File: config.mk
export PLATFORM = sky130hd
export DESIGN_NAME = pwm_bank
export DESIGN_NICKNAME = d
export VERILOG_FILES = /design/src/rtl/pwm_bank.sv
export SDC_FILE = /design/constraint.sdc
export NUM_CORES = 1
export LEC_CHECK = 0
export BUFFER_PORTS_ARGS = -buffer_cell sky130_fd_sc_hd__buf_2
export CAP_MARGIN = 5
export CORE_MARGIN = 5
export CORE_UTILIZATION = 35
export CTS_CLUSTER_DIAMETER = 80
export CTS_CLUSTER_SIZE = 8
export DETAILED_ROUTE_END_ITERATION = 16
export PLACE_DENSITY = 0.51
export SLEW_MARGIN = 20
export SYNTH_ARGS = -nofsm -noshare
export SYNTH_HDL_FRONTEND = slang
export SYNTH_SLANG_ARGS = --single-unit
File: constraint.sdc
create_clock -name clk -period 9.9 [get_ports clk]
set_clock_uncertainty 0.2 [all_clocks]
set_input_delay 1.98 -clock clk [delete_from_list [all_inputs] [get_ports clk]]
set_output_delay 1.98 -clock clk [all_outputs]
set_load 0.02 [all_outputs]
File: src/rtl/pwm_bank.sv
// N-channel PWM bank: prescaled tick, shared period counter, double-buffered duties
// (shadow written over the register port, active loaded at period end), per-channel polarity.
module pwm_bank #(
  parameter int                  CHANNELS = 8,
  parameter int                  WIDTH    = 8,
  parameter int                  PRESCALE = 1200,
  parameter int                  ADDR_W   = 3,
  parameter logic [CHANNELS-1:0] POLARITY = '0
) (
  input  logic                clk,
  input  logic                rst_n,
  input  logic                enable,
  input  logic                wr_en,
  input  logic [ADDR_W-1:0]   wr_addr,
  input  logic [WIDTH-1:0]    wr_data,
  input  logic [ADDR_W-1:0]   rd_addr,
  output logic [WIDTH-1:0]    rd_data,
  output logic [CHANNELS-1:0] pwm_out,
  output logic                period_end
);

  localparam int              PS_W     = (PRESCALE > 1) ? $clog2(PRESCALE) : 1;
  localparam logic [PS_W-1:0] PS_LAST  = PS_W'(PRESCALE - 1);
  // Last counter value of a period is 2^WIDTH-2, so the period is 2^WIDTH-1 ticks.
  localparam logic [WIDTH-1:0] CNT_LAST = {{(WIDTH-1){1'b1}}, 1'b0};

  logic [PS_W-1:0]     presc_r;
  logic [WIDTH-1:0]    cnt_r;
  logic [WIDTH-1:0]    shadow_r [CHANNELS];
  logic [WIDTH-1:0]    active_r [CHANNELS];
  logic                tick_s;
  logic                boundary_s;
  logic [WIDTH-1:0]    rd_mux_s;
  logic [CHANNELS-1:0] pwm_next_s;

  // Tick and period-boundary decode.
  always_comb begin
    tick_s     = 1'b0;
    boundary_s = 1'b0;
    if (enable && (presc_r == PS_LAST)) begin
      tick_s     = 1'b1;
      boundary_s = (cnt_r == CNT_LAST);
    end else begin
      tick_s     = 1'b0;
      boundary_s = 1'b0;
    end
  end

  // Read-back mux; out-of-range addresses match no channel and return zero.
  always_comb begin
    rd_mux_s = '0;
    for (int i = 0; i < CHANNELS; i++) begin
      rd_mux_s = rd_mux_s | ((rd_addr == ADDR_W'(i)) ? shadow_r[i] : '0);
    end
  end

  // Next PWM level per channel; idle level is the polarity bit.
  always_comb begin
    pwm_next_s = POLARITY;
    for (int i = 0; i < CHANNELS; i++) begin
      if (enable) begin
        pwm_next_s[i] = (cnt_r < active_r[i]) ^ POLARITY[i];
      end else begin
        pwm_next_s[i] = POLARITY[i];
      end
    end
  end

  // Prescaler, period counter and period_end pulse.
  always_ff @(posedge clk) begin
    if (!rst_n) begin
      presc_r    <= '0;
      cnt_r      <= '0;
      period_end <= 1'b0;
    end else if (!enable) begin
      presc_r    <= '0;
      cnt_r      <= '0;
      period_end <= 1'b0;
    end else begin
      period_end <= boundary_s;
      if (tick_s) begin
        presc_r <= '0;
        cnt_r   <= boundary_s ? '0 : cnt_r + WIDTH'(1);
      end else begin
        presc_r <= presc_r + PS_W'(1);
      end
    end
  end

  // Duty registers: shadow takes writes; active follows shadow while idle or at a period boundary.
  always_ff @(posedge clk) begin
    if (!rst_n) begin
      for (int i = 0; i < CHANNELS; i++) begin
        shadow_r[i] <= '0;
        active_r[i] <= '0;
      end
    end else begin
      for (int i = 0; i < CHANNELS; i++) begin
        if (wr_en && (wr_addr == ADDR_W'(i))) begin
          shadow_r[i] <= wr_data;
        end
        if (!enable || boundary_s) begin
          active_r[i] <= shadow_r[i];
        end
      end
    end
  end

  // Registered outputs.
  always_ff @(posedge clk) begin
    if (!rst_n) begin
      pwm_out <= POLARITY;
      rd_data <= '0;
    end else begin
      pwm_out <= pwm_next_s;
      rd_data <= rd_mux_s;
    end
  end

endmodule

==> flow_summary.yaml, run 1 <==
outcome:
  status: "finished clean"
yosys:
  synth-seq-cells: 164
  avgSynthCellArea_um2: 11.6
  synth_area_leader_cell: "edfxtp_1"
  synthDistinctLibCells: 49
  async_reset_ff_share_pct: 0
  yosysTopAreaCellShare_pct: 48.6
  syn-num-nets: 757
  synth_edf_count: 128
  ys_seq_area_share_pct: 57.8
  syn_inst: 680
  synth_flop_cell: "edfxtp_1"
  syn_area_um2: 7900
  yosys_warnings: 0
  synthTopCellsByArea: "edfxtp_1, ha_1, dfxtp_1"
sta:
  grt_setup_unrepaired: "false"
  period_share_pct: 38.2
  fmax_mhz: 265
  slew_headroom_pct: 45.2
  post-route-min-period_ps: 3780
  setup_viol: 0
  finalHoldViolCount: 0
  tightest_slew_ps: 823
  setup-tns-final_ps: 0
  drv_slew: 0
grt:
  antenna_found_initial: 0
  grt_pass1_vias: 5200
  globalRouteTotalUtil_pct: 14.7
  grt_max_degree: 86
  grt_pass1_wl_um: 29100
  grt_overflow: 0
drt:
  dr.pass1.iters: 4
  routedWlPerCell_um: 18.1
  vias: 5034
  drt_iter0_drc: 270
  ant_nets: 0
  totalWireLength_um: 18300
  viasPerCell: 5.00
  drc: 0
placed_design:
  dp_hpwl_um: 13400
  gp_congestion: 0.836
  numPortBuffers: 34
worst_setup_path:
  timing.rr.end: "active_r[1][19]$_SDFFCE_PN0P_"
  critical_path_required_ps: 10050
  criticalPathCategory: "in2reg"
  r2r_setup_slack_ps: 6890
  crit_fanout: 85
  r2r-start: "cnt_r[1]$_SDFFE_PN0P_"
  cp_data_arrival_time_ps: 3930
  reg2reg_depth: 5
  end_kind: "flip-flop"
  cp-start-kind: "input port"
clocking:
  root_buffer: "clkbuf_16"
  post-cts-setup-buffers: 0
  ctsResizeCount: 0
  cts_tree: "built"
  path_clk_slew_ps: 70
  holdBufCountCts: 0
  clock_sinks: 164
  clkLatencyLatePin_ps: 430
  clk_path_buf_depth: 2
  cts_buffers: 17
  cts-htree-levels: 4
worst_hold_path:
  hold_path_depth: 1
  min_path_type: "reg2reg"
  hold-path-endpoint: "presc_r[0]$_SDFF_PP0_"
  min_from: "presc_r[0]$_SDFF_PP0_"
finish:
  nets: 785
  antennaDiodeCount: 0
  drive_gt1_share_pct: 11.7
  syn2layout_area_growth_pct: 12.8
floorplanning:
  die_y_um: 160
  start_util_pct: 35.2
  die-area_um2: 25700
  core-area_um2: 22400
  die_w_um: 160
  ioPinCount: 35
  rows: 55
power:
  p_comb_share_pct: 7.5
  p_switching_uw: 397
  clockPowerShare_pct: 40.4
  total_power_uw: 1570
  switching_share_pct: 25.4
  power.share.sequential_pct: 52.1
  peakVddDrop_mv: 0.110
  p_leak_uw: 0.00382
  intPower_uw: 1170
  powerDensity_nw_per_um2: 176
job:
  cap_violations: 0
==> cells in the mapped netlist (2+ instances only) <==
cell type	n
a211oi_1	3
nor2_1	66
nor3_1	5
a211o_1	8
buf_2	5
xor2_1	4
nor2b_1	5
ha_1	59
inv_1	67
xnor2_1	5
or4_1	2
mux2i_1	9
nand3_1	18
nand2b_1	8
a22o_1	2
mux4_2	6
a21oi_1	24
nand3b_1	5
dfxtp_1	36
or3_1	2
o2bb2ai_1	3
a21o_1	16
and4_1	2
mux2_2	5
and2_1	19
and3_1	54
o211ai_1	2
edfxtp_1	128
a31oi_1	17
nand4_1	7
nand2_1	34
o21ai_0	17
clkbuf_1	21
==> sequential cells by signal (all words and copies together) (netlist names) <==
register and flops:
active_r 64, cnt_r 8, pwm_out 8, presc_r 11, shadow_r 64, rd_data 8, period_end 1
==> critical path, stage by stage <==
cell,delay (ps)
buf_2,80
buf_4,560
nand2_1,580
or4_1,640
o21ai_0,80
==> stage by stage <==
step                      cells  hold WS [ps]  cell area [µm²]  setup WS (ps)  util [%]
after floorplan             680           230             7900           2390         -
after global placement      974           242             8350           5680      37.2
after detailed placement    974           255             8350           5640      37.2
after global routing       1006           331             8910           5970      39.7
final                      1006           268             8910           6120      39.7
after CTS                  1006           268             8910           6090      39.7
==> cells in the final DEF (no fill, tap or decap), types with 6 or more instances in the layout <==
master,Yosys,layout
mux2i_1,9,9
clkbuf_16,0,17
nor2_1,66,66
nand3_1,18,18
and2_1,19,19
o21ai_0,17,16
nand2b_1,8,8
buf_2,5,34
inv_1,67,67
a21o_1,16,16
dfxtp_1,36,36
edfxtp_1,128,128
and3_1,54,54
mux4_2,6,6
a211o_1,8,8
nand2_1,34,34
a21oi_1,24,24
a31oi_1,17,17
ha_1,59,59
nand4_1,7,7
==> how the worst max path moves through the flow <==
| stage | start | end | slack [ps] | cells after the start |
|---|---|---|---|---|
| finish | rst_n | cnt_r[6]$_SDFFE_PN0P_ | 6120 | 5 |
| global placement | rst_n | cnt_r[6]$_SDFFE_PN0P_ | 5680 | 5 |
| global route | rst_n | cnt_r[6]$_SDFFE_PN0P_ | 5970 | 5 |
| CTS | rst_n | cnt_r[6]$_SDFFE_PN0P_ | 6090 | 5 |
| floorplan | enable | active_r[0][0]$_SDFFCE_PN0P_ | 2390 | 3 |
| detailed placement | rst_n | cnt_r[6]$_SDFFE_PN0P_ | 5640 | 5 |
==> area by class of cell <==
type | instances | area [µm²]
Sequential cell | 164 | 4560
Clock inverter | 14 | 133
Fill cell | 2136 | 13500
Multi-Input combinational cell | 421 | 2980
Tap cell | 285 | 357
Inverter | 67 | 251
Timing Repair Buffer | 37 | 193
Clock buffer | 18 | 429
==> kinds of logic after synthesis <==
logic type | Yosys count | share of synthesized area [%]
AOI/OAI and AO/OA | 99 | 8.11
xor gates and xnor gates | 9 | 0.998
adders and majority gates | 59 | 9.34
buffers and inverters | 95 | 4.61
DFF | 164 | 57.8
muxes | 20 | 3.56
and+or+nand+nor | 234 | 15.6
==> per-layer routing <==
layer | wire length [µm] | global-route usage, %
met4 | 291 | 4.65
met1 | 8970 | 20.2
met2 | 8420 | 23.5
met5 | 0 | 0
met3 | 568 | 3.07
==> power by group through the flow <==
stage | clock, µW | combinational, µW | sequential (µW)
floorplan | 0 | 76.7 | 824
detailed placement | 0 | 119 | 831
finish | 632 | 118 | 816
global placement | 0 | 116 | 830
CTS | 643 | 119 | 816
global route | 678 | 132 | 820
Power figures use the tool's default switching activity.
==> run 2, diff against run 1 <==
- clock period: 9.9 -> 3.5 ns (I/O delays scaled with it)
==> run 2 against run 1 <==
Worst hold slack got worse by 8.0 ps. Cell count increased by 0.20%. Via count increased by 1.9%. Combinational power increased to 2.9 times the previous value. Sequential cell count unchanged. Die area unchanged. Non-clock buffer count increased by 3. Routed wire length increased by 0.82%. Sequential share of layout area decreased by 0.62 points. First-iteration DRC count increased by 27%. Cell area increased by 1.2%. Largest power group unchanged. Highest routed layer is now met5.
==> flow_summary.yaml, run 2 (same netlist as run 1, synthesis figures left out) <==
clocking:
  cts_tree: "built"
  clkLatencyLatePin_ps: 430
  post-cts-setup-buffers: 0
  clk_path_buf_depth: 2
  cts-htree-levels: 4
  clock_sinks: 164
  ctsResizeCount: 0
  holdBufCountCts: 0
  cts_buffers: 17
  path_clk_slew_ps: 60
  root_buffer: "clkbuf_16"
placed_design:
  numPortBuffers: 34
  dp_worst_setup_slack_ps: 952
  gp_congestion: 0.795
  dp_hpwl_um: 13600
  placed_cell_area_um2: 8380
finish:
  layout_common_cells: "edfxtp_1, inv_1, nor2_1, ha_1, and3_1"
  reg_top3: "active_r (64), shadow_r (64), presc_r (11)"
  design_area_um2: 9020
  final_common_cell: "edfxtp_1"
  antennaDiodeCount: 0
  syn2layout_area_growth_pct: 14.2
  nets: 788
  drive_gt1_share_pct: 12.0
worst_setup_path:
  cp-start-kind: "flip-flop"
  crit_chain: "inv_1 > ha_1 > and3_1 > nand2_1 > o21ai_2 > buf_4 > and3_1"
  crit_family: "simple AND/OR/NAND/NOR gates"
  crit_slowest_cell: "dfxtp_1"
  cp_slowest_stage_delay_ps: 710
  criticalPathCategory: "reg2reg"
  cp_data_arrival_time_ps: 2570
  end_kind: "flip-flop"
  cp_num_buf_inv: 2
  crit_fanout: 48
  critical_path_required_ps: 3480
  r2r_setup_slack_ps: 910
  crit_top_cell: "and3_1"
grt:
  grt_max_degree: 65
  grt_pass1_vias: 5291
  grt_overflow: 0
  globalRouteTotalUtil_pct: 15.0
  antenna_found_initial: 1
  grt_pass1_wl_um: 29700
sta:
  fmax_mhz: 385
  setup_viol: 0
  tightest_slew_ps: 712
  grt_setup_unrepaired: "false"
  drv_slew: 0
  period_share_pct: 74.1
  setup-tns-final_ps: 0
  fin_ws_ps: 905
  post-route-min-period_ps: 2590
  slew_headroom_pct: 52.5
  finalHoldViolCount: 0
floorplanning:
  die_w_um: 160
  core-area_um2: 22400
  die_y_um: 160
  rows: 55
  ioPinCount: 35
  die-area_um2: 25700
  start_util_pct: 35.2
power:
  powerDensity_nw_per_um2: 519
  peakVddDrop_mv: 0.248
  total_power_uw: 4680
  p_leak_uw: 0.00388
drt:
  totalWireLength_um: 18400
  routedWlPerCell_um: 18.3
  viasPerCell: 5.09
  ant_nets: 0
  drt_iter0_drc: 344
  vias: 5130
  drc: 0
  dr.pass1.iters: 4
job:
  cap_violations: 0
outcome:
  status: "finished clean"
worst_hold_path:
  min_path_type: "reg2reg"
-- run 2: worst paths after layout --
check,endpoint,from,depth (start not counted)
setup / recovery,active_r[0][23]$_SDFFCE_PN0P_,cnt_r[0]$_SDFFE_PN0P_,7
hold / removal,presc_r[0]$_SDFF_PP0_,presc_r[0]$_SDFF_PP0_,1
setup reg to reg,active_r[0][23]$_SDFFCE_PN0P_,cnt_r[0]$_SDFFE_PN0P_,7
hold reg to reg,presc_r[0]$_SDFF_PP0_,presc_r[0]$_SDFF_PP0_,1
-- run 2: metrics by stage --
stage	util, %	cells	hold slack (ps)
CTS	40.2	1008	268
floorplan	-	680	230
detailed placement	37.4	977	253
global route	40.2	1008	288
global placement	37.4	977	245
finish	40.2	1008	260
-- run 2: layout make-up --
| class | count | area [µm²] |
|---|---|---|
| Multi-Input combinational cell | 421 | 2980 |
| Clock buffer | 17 | 425 |
| Fill cell | 2165 | 13400 |
| Timing Repair Buffer | 40 | 228 |
| Sequential cell | 164 | 4560 |
| Tap cell | 285 | 357 |
| Inverter | 67 | 251 |
| Clock inverter | 14 | 210 |
-- run 2: where the power goes --
group | leakage, µW | switching, µW | internal, µW
sequential | 0.00162 | 66.9 | 2240
clock | 0.000313 | 822 | 1220
combinational | 0.00195 | 214 | 123
total | 0.00388 | 1100 | 3580
-- run 2: per-layer routing --
metal	up-vias	track usage, %	share of wire, %	routed length, µm
li1	2515	-	-	-
met5	-	0	0.038	7
met1	2456	20.2	47	8720
met3	38	3.64	3.7	686
met4	2	6.49	3.1	579
met2	119	23.1	46	8410
==> run 3, diff against run 2 <==
- ABC_AREA: default -> 1
- clock period: 3.5 -> 2.4 ns (I/O delays scaled with it)
==> run 3 against run 2 <==
Register-to-register slack got worse by 630 ps. Sequential share of layout area shrank 2.5 points. Sequential power increased by 44%. Total power grew 38%. Global-route usage grew 0.15 points. Worst hold slack lost 100 ps. Setup slack got worse by 630 ps. Critical path type unchanged. Largest cell class unchanged. Largest power group unchanged.
==> flow_summary.yaml, run 3 <==
outcome:
  status: "finished clean"
grt:
  antenna_found_initial: 0
  grt_pass1_wl_um: 30500
  grt_max_degree: 49
  globalRouteTotalUtil_pct: 15.2
  grt_pass1_vias: 5612
  grt_overflow: 0
clocking:
  cts_buffers: 17
  clkLatencyLatePin_ps: 420
  post-cts-setup-buffers: 0
  path_clk_slew_ps: 70
  clk_path_buf_depth: 2
  holdBufCountCts: 0
  cts-htree-levels: 4
  root_buffer: "clkbuf_16"
  clock_sinks: 164
  cts_tree: "built"
  ctsResizeCount: 0
finish:
  seq_area_um2: 4570
  syn2layout_area_growth_pct: 16.0
  reg_top3: "active_r (64), shadow_r (64), presc_r (11)"
  multi_input_area_um2: 2900
  antennaDiodeCount: 0
  nets: 1002
  final_common_cell: "inv_1"
  utilization_pct: 40.9
  drive_gt1_share_pct: 13.4
  layout_common_cells: "inv_1, nand2_1, edfxtp_1, nor2_1, ha_1"
  layout.cells.non_filler: 1257
  fillers: 2346
worst_hold_path:
  min_from: "wr_data[1]"
  min_path_type: "in2reg"
worst_setup_path:
  timing.rr.end: "active_r[1][16]$_SDFFCE_PN0P_"
  reg2reg_depth: 6
  r2r_setup_slack_ps: 270
  end_kind: "flip-flop"
  r2r-start: "presc_r[0]$_SDFF_PP0_"
  cp_data_arrival_time_ps: 2030
  cp-start-kind: "flip-flop"
  criticalPathCategory: "reg2reg"
  cp-endpoint: "active_r[1][16]$_SDFFCE_PN0P_"
  startpoint: "presc_r[0]$_SDFF_PP0_"
  crit_fanout: 22
  critical_path_required_ps: 2300
yosys:
  syn_inst: 857
  synth_top_family_by_area: "simple AND/OR/NAND/NOR gates"
  synth_compound_area_share_pct: 7.19
  yosys_warnings: 0
  synth_flop_cell: "edfxtp_1"
  synth_edf_count: 128
  synth_most_common_cell: "inv_1"
  syn_area_um2: 8200
  syn-num-nets: 934
  synthTopCellsByArea: "edfxtp_1, ha_1, dfxtp_1"
  async_reset_ff_share_pct: 0
  synth.top_cells.by_count: "inv_1, nand2_1, edfxtp_1, nor2_1, ha_1"
  synth_xor_area_share_pct: 0.534
  yosysTopAreaCellShare_pct: 46.9
  synth_area_leader_cell: "edfxtp_1"
  avgSynthCellArea_um2: 9.56
  synthDistinctLibCells: 26
  synthSimpleGateAreaFrac_pct: 18.2
  synth.area.mux_share_pct: 0
  synth_fa_ha_area_share_pct: 9.01
  ys_seq_area_share_pct: 55.7
  synth-seq-cells: 164
placed_design:
  placedCellCount: 1225
  dp_hpwl_um: 14600
  gp_congestion: 0.976
  numPortBuffers: 34
floorplanning:
  start_util_pct: 35.2
  ioPinCount: 35
  core-area_um2: 23300
  die-area_um2: 26600
  rows: 56
  die_w_um: 163
  die_y_um: 163
sta:
  grt_setup_unrepaired: "false"
  period_share_pct: 88.6
  finalHoldViolCount: 0
  setup_viol: 0
  tightest_slew_ps: 531
  post-route-min-period_ps: 2130
  drv_slew: 0
  slew_headroom_pct: 64.4
  fmax_mhz: 470
drt:
  dr.pass1.iters: 5
  drt_iter0_drc: 243
  drc: 0
  totalWireLength_um: 19300
  routedWlPerCell_um: 15.4
  ant_nets: 0
  vias: 5662
  viasPerCell: 4.50
power:
  p_leak_uw: 0.00437
  p_switching_uw: 1610
  powerDensity_nw_per_um2: 679
  switching_share_pct: 25.0
  clockPowerShare_pct: 40.1
  intPower_uw: 4840
  peakVddDrop_mv: 0.371
  p_comb_share_pct: 8.6
  power.share.sequential_pct: 51.3
  total_power_uw: 6450
job:
  cap_violations: 0
## run 3: cell count changes in the layout (fill, tap and decap cells not counted), moves of 12 or more
cell | previous run | this run
o21ai_0 | 16 | 33
and3_1 | 54 | 0
a21o_1 | 16 | 0
a21oi_1 | 24 | 53
buf_4 | 5 | 23
a31oi_1 | 17 | 0
nand2_1 | 34 | 133
nor2_4 | 0 | 22
nor2_1 | 66 | 120
o22ai_1 | 0 | 12
inv_1 | 67 | 182
and2_1 | 19 | 0
## run 3: layout make-up
type / count / share of cell area [%]
multi-input combinational: 499 / 30.5
inverter: 184 / 7.27
clock inverter: 12 / 0.948
clock buffer: 20 / 4.92
timing repair buffer: 59 / 4.03
sequential: 164 / 48.1
tap: 319 / 4.20
## run 3: critical path, stage by stage (launching register included)
cell	delay, ps
dfxtp_2	360
ha_4	170
nand2_4	60
nor2_4	150
nand4_1	260
o21ai_4	270
buf_4	320
## run 3: metal layers
layer	GRT usage, %	up-vias	share of wire (%)
met3	3.26	37	4.1
met1	20.9	2587	48
li1	-	2912	-
met5	0	-	0
met4	6.02	0	2.9
met2	23.5	126	45
## run 3: power groups by stage
stage	registers, µW	logic (µW)	clock network, µW
finish	3310	553	2590
global placement	3370	555	0
CTS	3310	561	2650
global route	3330	624	2780
floorplan	3380	330	0
detailed placement	3370	558	0
## run 3: stage by stage
step | setup WS, ps | area (µm²) | hold slack [ps] | setup TNS, ps
after CTS | 261 | 9510 | 135 | 0
after floorplan | -256 | 8240 | 220 | -16480
after global routing | 132 | 9510 | 157 | 0
after global placement | 329 | 8950 | 231 | 0
final | 273 | 9510 | 155 | 0
after detailed placement | 281 | 8950 | 233 | 0
## run 3: worst min-delay path by stage
stage          slack [ps]                         to  cells past startpoint
6_report              160  shadow_r[0][49]$_DFFE_PP_                      3
3_3_place_gp          230      presc_r[0]$_SDFF_PP0_                      1
5_1_grt               160  shadow_r[0][63]$_DFFE_PP_                      3
4_1_cts               140  shadow_r[0][49]$_DFFE_PP_                      3
3_5_place_dp          230      presc_r[0]$_SDFF_PP0_                      1
2_1_floorplan         220      presc_r[0]$_SDFF_PP0_                      1
## run 3: cells by family (layout without fill, tap and decap cells)
kind of cell / Yosys count / after routing
DFF: 164 / 164
and+or+nand+nor: 327 / 327
xor gates and xnor gates: 5 / 5
AOI/OAI and AO/OA: 108 / 108
buffers and inverters: 194 / 275
adders and majority gates: 59 / 59
